<file path="src/rtl/reg_bank_dbg.sv">
// Architectural register file with two bypassed combinational read ports and a
// byte-serial debug dump engine (valid/ready) that streams every register LSB first.
module reg_bank_dbg #(
   parameter int NB_REG  = 32,
   parameter int NB_ADDR = 5,
   parameter int N_REGS  = 32
) (
   input  logic               i_clk,
   input  logic               i_rst_n,
   input  logic               i_reg_write,
   input  logic [NB_ADDR-1:0] i_write_addr,
   input  logic [NB_REG-1:0]  i_write_data,
   input  logic [NB_ADDR-1:0] i_rs_addr,
   input  logic [NB_ADDR-1:0] i_rt_addr,
   output logic [NB_REG-1:0]  o_rs_data,
   output logic [NB_REG-1:0]  o_rt_data,
   input  logic               i_dbg_start,
   input  logic               i_dbg_ready,
   output logic               o_dbg_valid,
   output logic [7:0]         o_dbg_byte,
   output logic               o_dbg_busy,
   output logic               o_dbg_done
);

   localparam int NB_BYTES = NB_REG / 8;
   localparam int BSEL_W   = $clog2(NB_BYTES);
   localparam int IDX_W    = NB_ADDR + BSEL_W;
   localparam logic [IDX_W-1:0] IDX_LAST = '1;
   localparam logic [IDX_W+2:0] OFF_MASK = (IDX_W+3)'(NB_REG - 1);

   typedef enum logic {IDLE, SEND} state_t;

   state_t             state_q, state_d;
   logic [IDX_W-1:0]   idx_q, idx_d;
   logic               done_q, done_d;
   logic [NB_REG-1:0]  regs_q [N_REGS];
   logic [NB_REG-1:0]  regs_d [N_REGS];

   logic [NB_ADDR-1:0] dump_reg;
   logic [NB_REG-1:0]  dump_word;
   logic [NB_REG-1:0]  dump_shifted;

   always_comb begin
      regs_d = regs_q;
      if (i_reg_write && i_write_addr != '0)
         regs_d[i_write_addr] = i_write_data;
   end

   // r0 is hardwired to zero and must win over the WB bypass
   assign o_rs_data = (i_rs_addr == '0) ? '0 :
                      (i_reg_write && i_rs_addr == i_write_addr) ? i_write_data :
                      regs_q[i_rs_addr];
   assign o_rt_data = (i_rt_addr == '0) ? '0 :
                      (i_reg_write && i_rt_addr == i_write_addr) ? i_write_data :
                      regs_q[i_rt_addr];

   // Dump reads committed state only; a write lands on the next byte presented
   assign dump_reg     = idx_q[IDX_W-1 -: NB_ADDR];
   assign dump_word    = regs_q[dump_reg];
   assign dump_shifted = dump_word >> ({idx_q, 3'b000} & OFF_MASK);
   assign o_dbg_byte   = dump_shifted[7:0];

   assign o_dbg_valid = (state_q == SEND);
   assign o_dbg_busy  = (state_q == SEND);
   assign o_dbg_done  = done_q;

   always_comb begin
      state_d = state_q;
      idx_d   = idx_q;
      done_d  = 1'b0;
      case (state_q)
         IDLE: begin
            if (i_dbg_start) begin
               state_d = SEND;
               idx_d   = '0;
            end
         end
         SEND: begin
            if (i_dbg_ready) begin
               if (idx_q == IDX_LAST) begin
                  state_d = IDLE;
                  idx_d   = '0;
                  done_d  = 1'b1;
               end else begin
                  idx_d = idx_q + 1'b1;
               end
            end
         end
         default: state_d = IDLE;
      endcase
   end

   always_ff @(posedge i_clk) begin
      if (!i_rst_n) begin
         state_q <= IDLE;
         idx_q   <= '0;
         done_q  <= 1'b0;
         for (int i = 0; i < N_REGS; i++)
            regs_q[i] <= '0;
      end else begin
         state_q <= state_d;
         idx_q   <= idx_d;
         done_q  <= done_d;
         regs_q  <= regs_d;
      end
   end

endmodule

</file>
<file path="config.mk">
export PLATFORM = sky130hd
export DESIGN_NAME = reg_bank_dbg
export DESIGN_NICKNAME = d
export VERILOG_FILES = /design/src/rtl/reg_bank_dbg.sv
export SDC_FILE = /design/constraint.sdc
export NUM_CORES = 2
export LEC_CHECK = 0
export BUFFER_PORTS_ARGS = -buffer_cell sky130_fd_sc_hd__clkbuf_2
export CORE_ASPECT_RATIO = 1.2
export CORE_UTILIZATION = 35
export CTS_CLUSTER_DIAMETER = 200
export DETAILED_ROUTE_END_ITERATION = 10
export PLACE_DENSITY = 0.48
export SYNTH_ARGS = -nofsm -noshare
export SYNTH_HDL_FRONTEND = slang
export SYNTH_SLANG_ARGS = --single-unit
</file>
<file path="constraint.sdc">
create_clock -name i_clk -period 5.45 [get_ports i_clk]
set_clock_uncertainty 0.1 [all_clocks]
set_input_delay 0.545 -clock i_clk [delete_from_list [all_inputs] [get_ports i_clk]]
set_output_delay 0.545 -clock i_clk [all_outputs]
set_load 0.005 [all_outputs]
</file>
==> results by group <==
Finish
  – Commonest non-fill, non-tap cell in the layout: sky130_fd_sc_hd__nand2_1
  – Synthesis-to-layout area growth: 11.3%
  – Share of final-layout standard cells stronger than drive strength 1: 0.219
  – Number of fillers in the final layout: roughly 17,000
  – Final-stage net count: 6,418
  – Fin area: roughly 0.066 mm²
  – Highest-count cells in the layout ignoring fill and taps: sky130_fd_sc_hd__nand2_1 (2,080), sky130_fd_sc_hd__dfxtp_1 (1,031), sky130_fd_sc_hd__a21oi_1 (1,012)

Worst hold path
  – Critical hold path startpoint: i_dbg_ready
  – Worst hold stages: 4
  – Worst hold endpoint: idx_q[4]$_SDFFE_PN0P_
  – Class of the worst hold path: in -> reg

Setup path
  – Longest individual stage delay on the worst path: a little under 0.9 ns
  – CP Data Arrival Time: around 4.8 ns
  – Worst-path cell with the longest stage delay: sky130_fd_sc_hd__dfxtp_1
  – Critical path class: reg -> out
  – Critical Path Start Type: flop
  – Depth of the worst register-to-register path: 5
  – R2R Setup Slk: 2.90 ns
  – Reg-to-reg critical path endpoint: o_dbg_done$_SDFF_PN0_
  – Beginning of the worst register-to-register path: idx_q[4]$_SDFFE_PN0P_
  – Maximum net fanout on the critical path: 21
  – Capturing element type of the critical path: primary output
  – Worst path required time: 4.81 ns
  – Cells along the critical path: nand4bb_2 -> buf_4 -> o21ai_0 -> nor4_1 -> o221ai_1 -> nor3_1 -> or4_1 -> clkbuf_2

Synth
  – Share of synthesized flip-flops with an asynchronous set or reset: 0
  – Seq cells post-synth: between 1,000 and 1,500
  – Part of the Yosys area used for sequential elements: 0.347
  – Count of flip-flops with a built-in enable after synthesis: 0
  – Syn nets: between 6,000 and 7,000
  – Netlist cell types: 58
  – Top post-synthesis cells by area: sky130_fd_sc_hd__dfxtp_1 (35%), sky130_fd_sc_hd__mux4_2 (25%), sky130_fd_sc_hd__nand2_1 (13%)
  – Fraction of synthesized cell area taken by the top area cell type: 0.347
  – Synthesized area per cell: between 8 and 9 µm²
  – Ys flop type: sky130_fd_sc_hd__dfxtp_1
  – Post-Syn Area: ~0.060 mm²
  – Cell taking the most area after synthesis: sky130_fd_sc_hd__dfxtp_1
  – Gate count after technology mapping: 6,652
  – Synthesis warning total: 0

Routing
  – Total wire length: between 300,000 and 400,000 µm
  – DR WL/cell: roughly 36 µm
  – Vias per cell: 6.53
  – DRC violation count after routing: 0
  – DR iter-0 viols: 8,428
  – Total number of vias: 56,900
  – Antenna violation net count after detailed routing: 0
  – Count of TritonRoute iterations in the first routing pass: 6

Floorplanning
  – Initial standard-cell utilization of the core: 0.353
  – Die Span Y: 454 µm
  – Floorplan die area: roughly 0.17 mm²
  – Total number of placement rows: ~170
  – Die width: around 380 µm
  – Number of top-level pins: about 130
  – Core ar.: 0.169 mm²

Placement
  – PortBufs: approximately 130
  – Post-detailed-placement half-perimeter wirelength: ~190,000 µm
  – Post-placement worst setup slack: a little under 0.9 ns
  – Area post-placement: 0.0623 mm²
  – Final weighted congestion in routability-driven placement: 0.959

Power
  – Worst-case vdd ir drop: 0.260 mV
  – Power per standard cell area: ~270 mW/mm²
  – Total leakage power: approximately 21 nW
  – Total Power: approximately 18 mW

Status
  – Failing checks: setup timing
  – Result of the run: finished with violations

Global route
  – Number of antenna violations at the first check in global routing: 24
  – Largest net degree at the start of global routing: roughly 160
  – Vias in the first global route: about 53,000
  – Total overflow reported by the global router: 0
  – First-pass GRT wire length: about 430,000 µm
  – Global-route usage over all layers: 0.356

STA
  – Sum Neg Setup Slack: -0.0388 ns
  – Final critical-path share of the clock period: 1.01
  – Final hold violation count: 0
  – Final setup viols: 1
  – Maximum frequency from static timing analysis: between 150 and 200 MHz
  – Actual slew at the worst max-slew pin: between 1 and 1.5 ns
  – Worst slew margin relative to its limit: 0.150
  – RSZ-0062 raised after global routing: false
  – Min cycle time layout: roughly 5.5 ns
  – Max-slew violation count: 0
  – Final worst slack: -0.0388 ns

Run
  – Max-cap violations: 0

Clocking
  – Clock transition at the registers of the reported paths: roughly 0.06 ns
  – Number of levels in the clock H-tree: 3
  – TritonCTS clock tree: built
  – Root Driver: sky130_fd_sc_hd__clkbuf_16
  – Later-pin clock latency in the skew report: around 0.80 ns
  – Number of buffers on the longest clock path: 3
  – Post CTS Setup Buffer Count: 0
  – CTS buffer count: approximately 120
  – Clock net sink count: between 1,000 and 1,500
==> metal layers <==
metal | routed length, µm | part of all wire | track usage | vias to the layer above
met1 | 115000 | 0.37 | 0.449 | 28600
met4 | 24900 | 0.080 | 0.248 | 16
met5 | 94 | 0.00030 | 0 | -
met2 | 135000 | 0.43 | 0.530 | 4032
met3 | 36400 | 0.12 | 0.0894 | 1010
li1 | - | - | - | 23300
==> through the flow <==
step,util,instances,hold WS (ns)
floorplan,-,6652,0.351
global placement,0.369,8501,0.362
detailed placement,0.369,8501,0.369
CTS,0.393,8716,0.0705
global route,0.393,8719,0.150
finish,0.393,8725,0.115
==> power breakdown <==
part | total (mW) | internal (mW) | leakage, nW | switching [mW]
registers | 7.66 | 7.60 | 8.33 | 0.0585
logic | 1.70 | 0.492 | 11.0 | 1.21
clock network | 8.35 | 4.76 | 1.95 | 3.60
total | 17.7 | 12.9 | 21.2 | 4.87
==> state kept, by name, indices dropped and copies added (netlist names) <==
| name | count |
|---|---|
| o_dbg_busy | 1 |
| regs_q | 1024 |
| o_dbg_done | 1 |
| idx_q | 7 |
==> final cells by class <==
type | instances | area (µm²) | area share
Clock inverter | 40 | 432 | 0.00651
Multi-Input combinational cell | 4883 | 36200 | 0.546
Tap cell | 2254 | 2820 | 0.0425
Inverter | 2 | 15.0 | 0.000226
Antenna cell | 9 | 22.5 | 0.000340
Clock buffer | 174 | 3510 | 0.0530
Sequential cell | 1033 | 20700 | 0.312
Timing Repair Buffer | 330 | 2620 | 0.0395
==> Yosys cell counts, drive strengths merged, types with 3 or more instances <==
| library cell | number |
|---|---|
| nand2 | 2116 |
| dfxtp | 1033 |
| a21oi | 1012 |
| mux4 | 673 |
| clkbuf | 546 |
| o22ai | 298 |
| buf | 188 |
| nor2 | 138 |
| mux2 | 113 |
| mux2i | 86 |
| nand3 | 52 |
| nor3 | 43 |
| nor2b | 40 |
| nor4 | 39 |
| and2 | 37 |
| o21ai | 37 |
| a211oi | 33 |
| a22o | 30 |
| a22oi | 23 |
| o22a | 16 |
| o221ai | 14 |
| or4 | 9 |
| nand3b | 7 |
| and3 | 6 |
| or3b | 6 |
| xor2 | 6 |
| or3 | 5 |
| nor3b | 4 |
| or2 | 4 |
| xnor2 | 4 |
| and3b | 3 |
| nand2b | 3 |
| nand4bb | 3 |
==> cells by family after synthesis <==
kind of cell	share of synthesized area
fa+ha+maj	0.000210
simple gates	0.170
xor+xnor	0.00147
flops	0.347
compound gates	0.138
buf+inv	0.0532
mux	0.290
==> worst max-delay path by stage <==
| stage | startpoint | end | cells past startpoint |
|---|---|---|---|
| 4_1_cts | idx_q[3]$_SDFFE_PN0P_ | o_dbg_byte[6] | 5 |
| 3_5_place_dp | idx_q[3]$_SDFFE_PN0P_ | o_dbg_byte[6] | 5 |
| 5_1_grt | idx_q[5]$_SDFFE_PN0P_ | o_dbg_byte[5] | 6 |
| 6_report | idx_q[3]$_SDFFE_PN0P_ | o_dbg_byte[5] | 8 |
| 2_1_floorplan | i_rs_addr[0] | o_rs_data[19] | 7 |
| 3_3_place_gp | idx_q[3]$_SDFFE_PN0P_ | o_dbg_byte[6] | 5 |
==> timing repair <==
action	4_1_cts	5_1_grt
endpoints found under the hold margin	1	0
setup endpoints to repair	0	3
gates resized for setup	0	4
hold buffers	1	0
==> worst max-delay path: cells and delay by family (launching register included) <==
family,cells,cell delay [ns]
compound gates,2,0.34
buf+inv,2,0.55
simple gates,4,2.26
flops,1,0.88
Power figures use the tool's default switching activity.
